### src/rtl/sprite_motion_ctrl_pkg.sv
// Shared screen/sprite geometry, FSM encoding and the per-axis clamped step helper.
// Pure declarations, no latency; no flow control involved.
package sprite_motion_ctrl_pkg;

  localparam int SCREEN_W_DEF     = 640;
  localparam int SCREEN_H_DEF     = 480;
  localparam int SPRITE_W_DEF     = 64;
  localparam int SPRITE_H_DEF     = 64;
  localparam int ACCEL_FRAMES_DEF = 8;
  localparam int MAX_SPEED_DEF    = 4;

  typedef enum logic [1:0] {
    ST_IDLE     = 2'd0,
    ST_SAMPLE   = 2'd1,
    ST_UPDATE_X = 2'd2,
    ST_UPDATE_Y = 2'd3
  } motion_state_t;

  typedef struct packed {
    logic left;
    logic right;
    logic up;
    logic down;
  } btn_t;

  // One axis step in 11 bits: exactly one direction moves, result clamped to [0, limit].
  function automatic logic [9:0] clamp_step(input logic [9:0]  pos,
                                            input logic [10:0] speed,
                                            input logic        dec,
                                            input logic        inc,
                                            input logic [10:0] limit);
    logic [10:0] p;
    logic [10:0] r;
    p = {1'b0, pos};
    r = p;
    if (dec && !inc) begin
      r = (p < speed) ? 11'd0 : p - speed;
    end else if (inc && !dec) begin
      r = p + speed;
      if (r > limit) r = limit;
    end
    return r[9:0];
  endfunction

endpackage

### src/rtl/sprite_motion_ctrl_btn_sync.sv
// N-bit two-flop synchroniser for raw asynchronous inputs.
// Latency: 2 clk_25mhz cycles; no backpressure, samples every cycle.
module btn_sync #(
  parameter int N = 4
) (
  input  logic         clk,
  input  logic         rst,
  input  logic [N-1:0] d,
  output logic [N-1:0] q
);

  logic [N-1:0] meta;

  always_ff @(posedge clk or posedge rst) begin
    if (rst) begin
      meta <= '0;
      q    <= '0;
    end else begin
      meta <= d;
      q    <= meta;
    end
  end

endmodule

### src/rtl/sprite_motion_ctrl.sv
// Moves one sprite from four buttons once per frame, at the start of vertical blanking.
// Latency: pos_x 3 cycles, pos_y/moving 4 cycles after frame_tick; ticks outside IDLE are dropped.
module sprite_motion_ctrl
  import sprite_motion_ctrl_pkg::*;
#(
  parameter int SCREEN_W     = SCREEN_W_DEF,
  parameter int SCREEN_H     = SCREEN_H_DEF,
  parameter int SPRITE_W     = SPRITE_W_DEF,
  parameter int SPRITE_H     = SPRITE_H_DEF,
  parameter int ACCEL_FRAMES = ACCEL_FRAMES_DEF,
  parameter int MAX_SPEED    = MAX_SPEED_DEF
) (
  input  logic       clk_25mhz,
  input  logic       rst,
  input  logic       btn_left,
  input  logic       btn_right,
  input  logic       btn_up,
  input  logic       btn_down,
  input  logic [9:0] x,
  input  logic [9:0] y,
  output logic [9:0] pos_x,
  output logic [9:0] pos_y,
  output logic       frame_tick,
  output logic       moving
);

  localparam logic [10:0] X_LIM    = 11'(SCREEN_W - SPRITE_W);
  localparam logic [10:0] Y_LIM    = 11'(SCREEN_H - SPRITE_H);
  localparam logic [9:0]  X_RST    = 10'((SCREEN_W - SPRITE_W) / 2);
  localparam logic [9:0]  Y_RST    = 10'((SCREEN_H - SPRITE_H) / 2);
  localparam logic [9:0]  VBLANK_Y = 10'(SCREEN_H);
  localparam int          HOLD_MAX = MAX_SPEED * ACCEL_FRAMES;
  localparam int          HOLD_W   = $clog2(HOLD_MAX + 1);

  motion_state_t     state, state_nxt;
  logic              latch_en, wr_x, wr_y;
  btn_t              btn_s, btn_lat;
  logic [HOLD_W-1:0] hold_x, hold_y;
  logic [9:0]        new_x, new_y;
  logic              x_moved;

  btn_sync #(.N(4)) u_btn_sync (
    .clk (clk_25mhz),
    .rst (rst),
    .d   ({btn_left, btn_right, btn_up, btn_down}),
    .q   (btn_s)
  );

  function automatic logic [10:0] axis_speed(input logic [HOLD_W-1:0] h);
    int s;
    s = 1 + int'(h) / ACCEL_FRAMES;
    if (s > MAX_SPEED) s = MAX_SPEED;
    return 11'(s);
  endfunction

  // Reversal keeps the count; only idle or conflicting buttons clear it.
  function automatic logic [HOLD_W-1:0] next_hold(input logic [HOLD_W-1:0] h,
                                                  input logic dec,
                                                  input logic inc);
    if (dec == inc) return '0;
    if (h == HOLD_W'(HOLD_MAX)) return h;
    return h + 1'b1;
  endfunction

  always_ff @(posedge clk_25mhz or posedge rst) begin
    if (rst) state <= ST_IDLE;
    else     state <= state_nxt;
  end

  always_comb begin
    state_nxt = state;
    latch_en  = 1'b0;
    wr_x      = 1'b0;
    wr_y      = 1'b0;
    case (state)
      ST_IDLE:     if (frame_tick) state_nxt = ST_SAMPLE;
      ST_SAMPLE: begin
        latch_en  = 1'b1;
        state_nxt = ST_UPDATE_X;
      end
      ST_UPDATE_X: begin
        wr_x      = 1'b1;
        state_nxt = ST_UPDATE_Y;
      end
      ST_UPDATE_Y: begin
        wr_y      = 1'b1;
        state_nxt = ST_IDLE;
      end
      default:     state_nxt = ST_IDLE;
    endcase
  end

  assign new_x = clamp_step(pos_x, axis_speed(hold_x), btn_lat.left, btn_lat.right, X_LIM);
  assign new_y = clamp_step(pos_y, axis_speed(hold_y), btn_lat.up,   btn_lat.down,  Y_LIM);

  always_ff @(posedge clk_25mhz or posedge rst) begin
    if (rst) begin
      pos_x      <= X_RST;
      pos_y      <= Y_RST;
      frame_tick <= 1'b0;
      moving     <= 1'b0;
      x_moved    <= 1'b0;
      hold_x     <= '0;
      hold_y     <= '0;
      btn_lat    <= '0;
    end else begin
      frame_tick <= (x == 10'd0) && (y == VBLANK_Y);
      if (latch_en) btn_lat <= btn_s;
      if (wr_x) begin
        pos_x   <= new_x;
        x_moved <= (new_x != pos_x);
        hold_x  <= next_hold(hold_x, btn_lat.left, btn_lat.right);
      end
      if (wr_y) begin
        pos_y  <= new_y;
        moving <= x_moved || (new_y != pos_y);
        hold_y <= next_hold(hold_y, btn_lat.up, btn_lat.down);
      end
    end
  end

endmodule
### config.mk
export PLATFORM = sky130hd
export DESIGN_NAME = sprite_motion_ctrl
export DESIGN_NICKNAME = d
export VERILOG_FILES = /design/src/rtl/sprite_motion_ctrl_pkg.sv /design/src/rtl/sprite_motion_ctrl_btn_sync.sv /design/src/rtl/sprite_motion_ctrl.sv
export SDC_FILE = /design/constraint.sdc
export NUM_CORES = 1
export LEC_CHECK = 0
export ABC_AREA = 1
export BUFFER_PORTS_ARGS = -buffer_cell sky130_fd_sc_hd__buf_2
export CORE_AREA = 2 2 131 133
export CTS_CLUSTER_SIZE = 14
export DETAILED_ROUTE_END_ITERATION = 6
export DIE_AREA = 0 0 133 135
export PLACE_DENSITY_LB_ADDON = 0.15
export SYNTH_ARGS = -nofsm -noshare
export SYNTH_HDL_FRONTEND = slang
export SYNTH_HIERARCHICAL = 1
export SYNTH_SLANG_ARGS = --single-unit
### constraint.sdc
create_clock -name clk_25mhz -period 3.55 [get_ports clk_25mhz]
set_clock_uncertainty 0.2 [all_clocks]
set_input_delay 0.71 -clock clk_25mhz [delete_from_list [all_inputs] [get_ports clk_25mhz]]
set_output_delay 0.71 -clock clk_25mhz [all_outputs]
set_load 0.01 [all_outputs]
==> run metrics <==
Syn Area/Cell 6.57 sq um; Initial Util 26.6%; CTS Buffer Depth 2; slew margin rel. 39.7%; RR Endpoint moving; Clock Pin Slew Worst Setup and Hold Paths 0.06 ns; count leader, synth nand2_1; WL/cell 12.6 um; largest net degree at the start of global routing 42; share of the synthesized area in the top cell type 25.2%; Core ar. 0.0164 sq mm; worst vdd ir 0.257 mV; Slew @ Worst Pin 0.904 ns; Clock Latency Late Sink 0.29 ns; routed wire length 11.9 mm; Syn Std Cell Area 0.00437 sq mm; critical-path cell list buf_4, buf_4, ha_1, o21ai_2, nor2_4, ha_4, fa_2, xor2_2, nor3_2, nand3_1, nand2_1, nand2_1, nand3_2, nand2_4, o21ai_4, nand2_2, nand2_1, nand2_1, nor2_2, nand2_1, nor2_1, nor2_1; Placer Congestion 0.839; Critical Path AT 3.37 ns; Synth Warn # 6; Worst Path Buf+Inv 2; initial antenna violation count 0; Mapped Cells 664; Yosys reg bits 49; clock root buffer clkbuf_16; Critical Path Sink moving; run status finished, final reports clean; vias in the first global route 4,015; Final period util 95.5%; Worst Setup SP hold_y[3]; CTS tree built; num rows 47; register area share after synthesis 28.2%; setup TNS 0 ns; area leader, netlist dfrtp_1; Final setup viols 0; max_cap viols 0; Vias/cell 4.63; CP dominant cell by count nand2_1; gr usage total 13.3%; die area 0.0180 sq mm; predominant post-synthesis flop cell dfrtp_1; CP delay by family, top simple AND/OR/NAND/NOR gates; Placed Cells 930; critical path class flop to flop; die height 135 um; slowest stage cell, crit path dfrtp_1; Final ANT Viol Nets 0; first-pass GRT wire length 19.6 mm; ANT cells 0; Area contributors post-synth dfrtp_1 25%, nand2_1 16%, ha_1 9.7%; worst path required time 3.53 ns; Synth top cells by count 183 x nand2_1, 88 x inv_1, 75 x nand3_1; Critical Path End Type flop; H-Tree Depth 2; Pins Over Slew Limit 0; CP peak stage delay 0.39 ns; post-layout min period 3.39 ns; Final #Nets 790; Layout Cells excl Fill 947; layout cells sized above 1 24.9%; 1st-iter DRT viols 234; PortBufs 47; ys async rst share 100%; CP startpoint kind flop; power per cell area 829 mW/mm^2; minimum setup slack among reg-to-reg paths 0.16 ns; Die X 133 um; dpl hpwl 9.22 mm; I/O pin count 48; pre-CTS setup slack 0.0183 ns; Worst Hold Depth 0; worst r2r src hold_y[3]; via count 4,381; number of CTS-inserted buffers 5; drt first pass iters 5; hold_sp u_btn_sync/meta[0]; clock net sink count 49; EDFF count, synth 0; # DRC 0; Levels on crit path 22; FMAX 0.295 GHz; worst-case reg-to-reg path depth 22; Hold Slack 0.150 ns; worst setup margin 0.159 ns; RSZ-0062 raised after global routing true; Area Overhead vs Synth 24.6%; hold crit path type flop to flop; peak fanout along the critical path 6; post-cts hold buffer count 0; grt ovf 0; Fin. Hold Viols 0; Cell variety after synth 39; leakage power 2.65 nW
==> where the power goes <==
part           switching, mW  total (mW)  internal, mW
sequential             0.314        1.07         0.754
combinational           1.87        2.96          1.09
clock                  0.215       0.478         0.262
==> flip-flops by register name (all words and copies together), names as in the netlist <==
signal,cells
btn_lat,4
x_moved,1
moving,1
u_btn_sync/meta,4
u_btn_sync/q,4
pos_x,10
hold_x,6
hold_y,6
state,2
pos_y,10
frame_tick,1
==> cells by family after synthesis <==
logic type / after synthesis / synth area share [%]
AND/OR/NAND/NOR: 348 / 34.7
buffers and inverters: 113 / 10.1
adder cells (fa/ha/maj): 38 / 11.6
AO/OA/AOI/OAI: 102 / 12.6
other: 2 / 0.172
XOR/XNOR: 12 / 2.58
flip-flops: 49 / 28.2
==> routing by layer <==
metal	part of all wire (%)	wire length [um]	global-route usage (%)	vias to the layer above
met3	3.3	395	2.21	7
met5	0	0	0	-
met4	0.83	99	2.87	0
met1	49	5860	18.4	2023
met2	47	5580	21.9	84
li1	-	-	-	2267
==> area by class of cell <==
type                    count  area, sq um
clock inverters             3         21.3
flip-flops and latches     49         1230
clock buffers               5          125
multi-input cells         505         2990
repair buffers             71          435
fillers                  1774        11000
well taps                 220          275
inverters                  94          355
==> placed cells by master (no fill, tap or decap), drive strengths merged <==
master and instances:
o31ai 1, a31oi 3, dfstp 5, nand2 191, o211ai 2, a2bb2oi 1
o21ai 56, a21boi 1, a221oi 1, ha 34, nor4 4, nand4 10
nand3 76, nor3b 1, buf 71, xor2 12, nor3 9, clkinv 2
conb 5, clkinvlp 1, a21oi 35, clkbuf 5, or2 2, nor2 50
a211oi 2, dfrtp 44, inv 94, fa 4, nand3b 5
==> what timing repair did <==
action / CTS / global route
endpoints found under the setup margin: 0 / 4
gates resized for setup: 0 / 89
buffers inserted: 0 / 9
==> per-stage QoR <==
stage	utilization [%]	cell area, sq um	power (mW)
after CTS	30.8	5060	4.22
final	33.2	5440	4.51
after global placement	29.9	4910	3.73
after floorplan	-	4380	2.98
after detailed placement	29.9	4910	3.72
after global routing	33.2	5440	5.00
==> how the worst min path moves through the flow <==
stage                                  to  slack [ns]
final                     u_btn_sync/q[0]        0.15
after global routing      u_btn_sync/q[0]        0.16
after CTS                 u_btn_sync/q[0]        0.15
after detailed placement  u_btn_sync/q[0]        0.13
after global placement    u_btn_sync/q[2]        0.14
after floorplan           u_btn_sync/q[0]        0.13
Power figures use the tool's default switching activity.
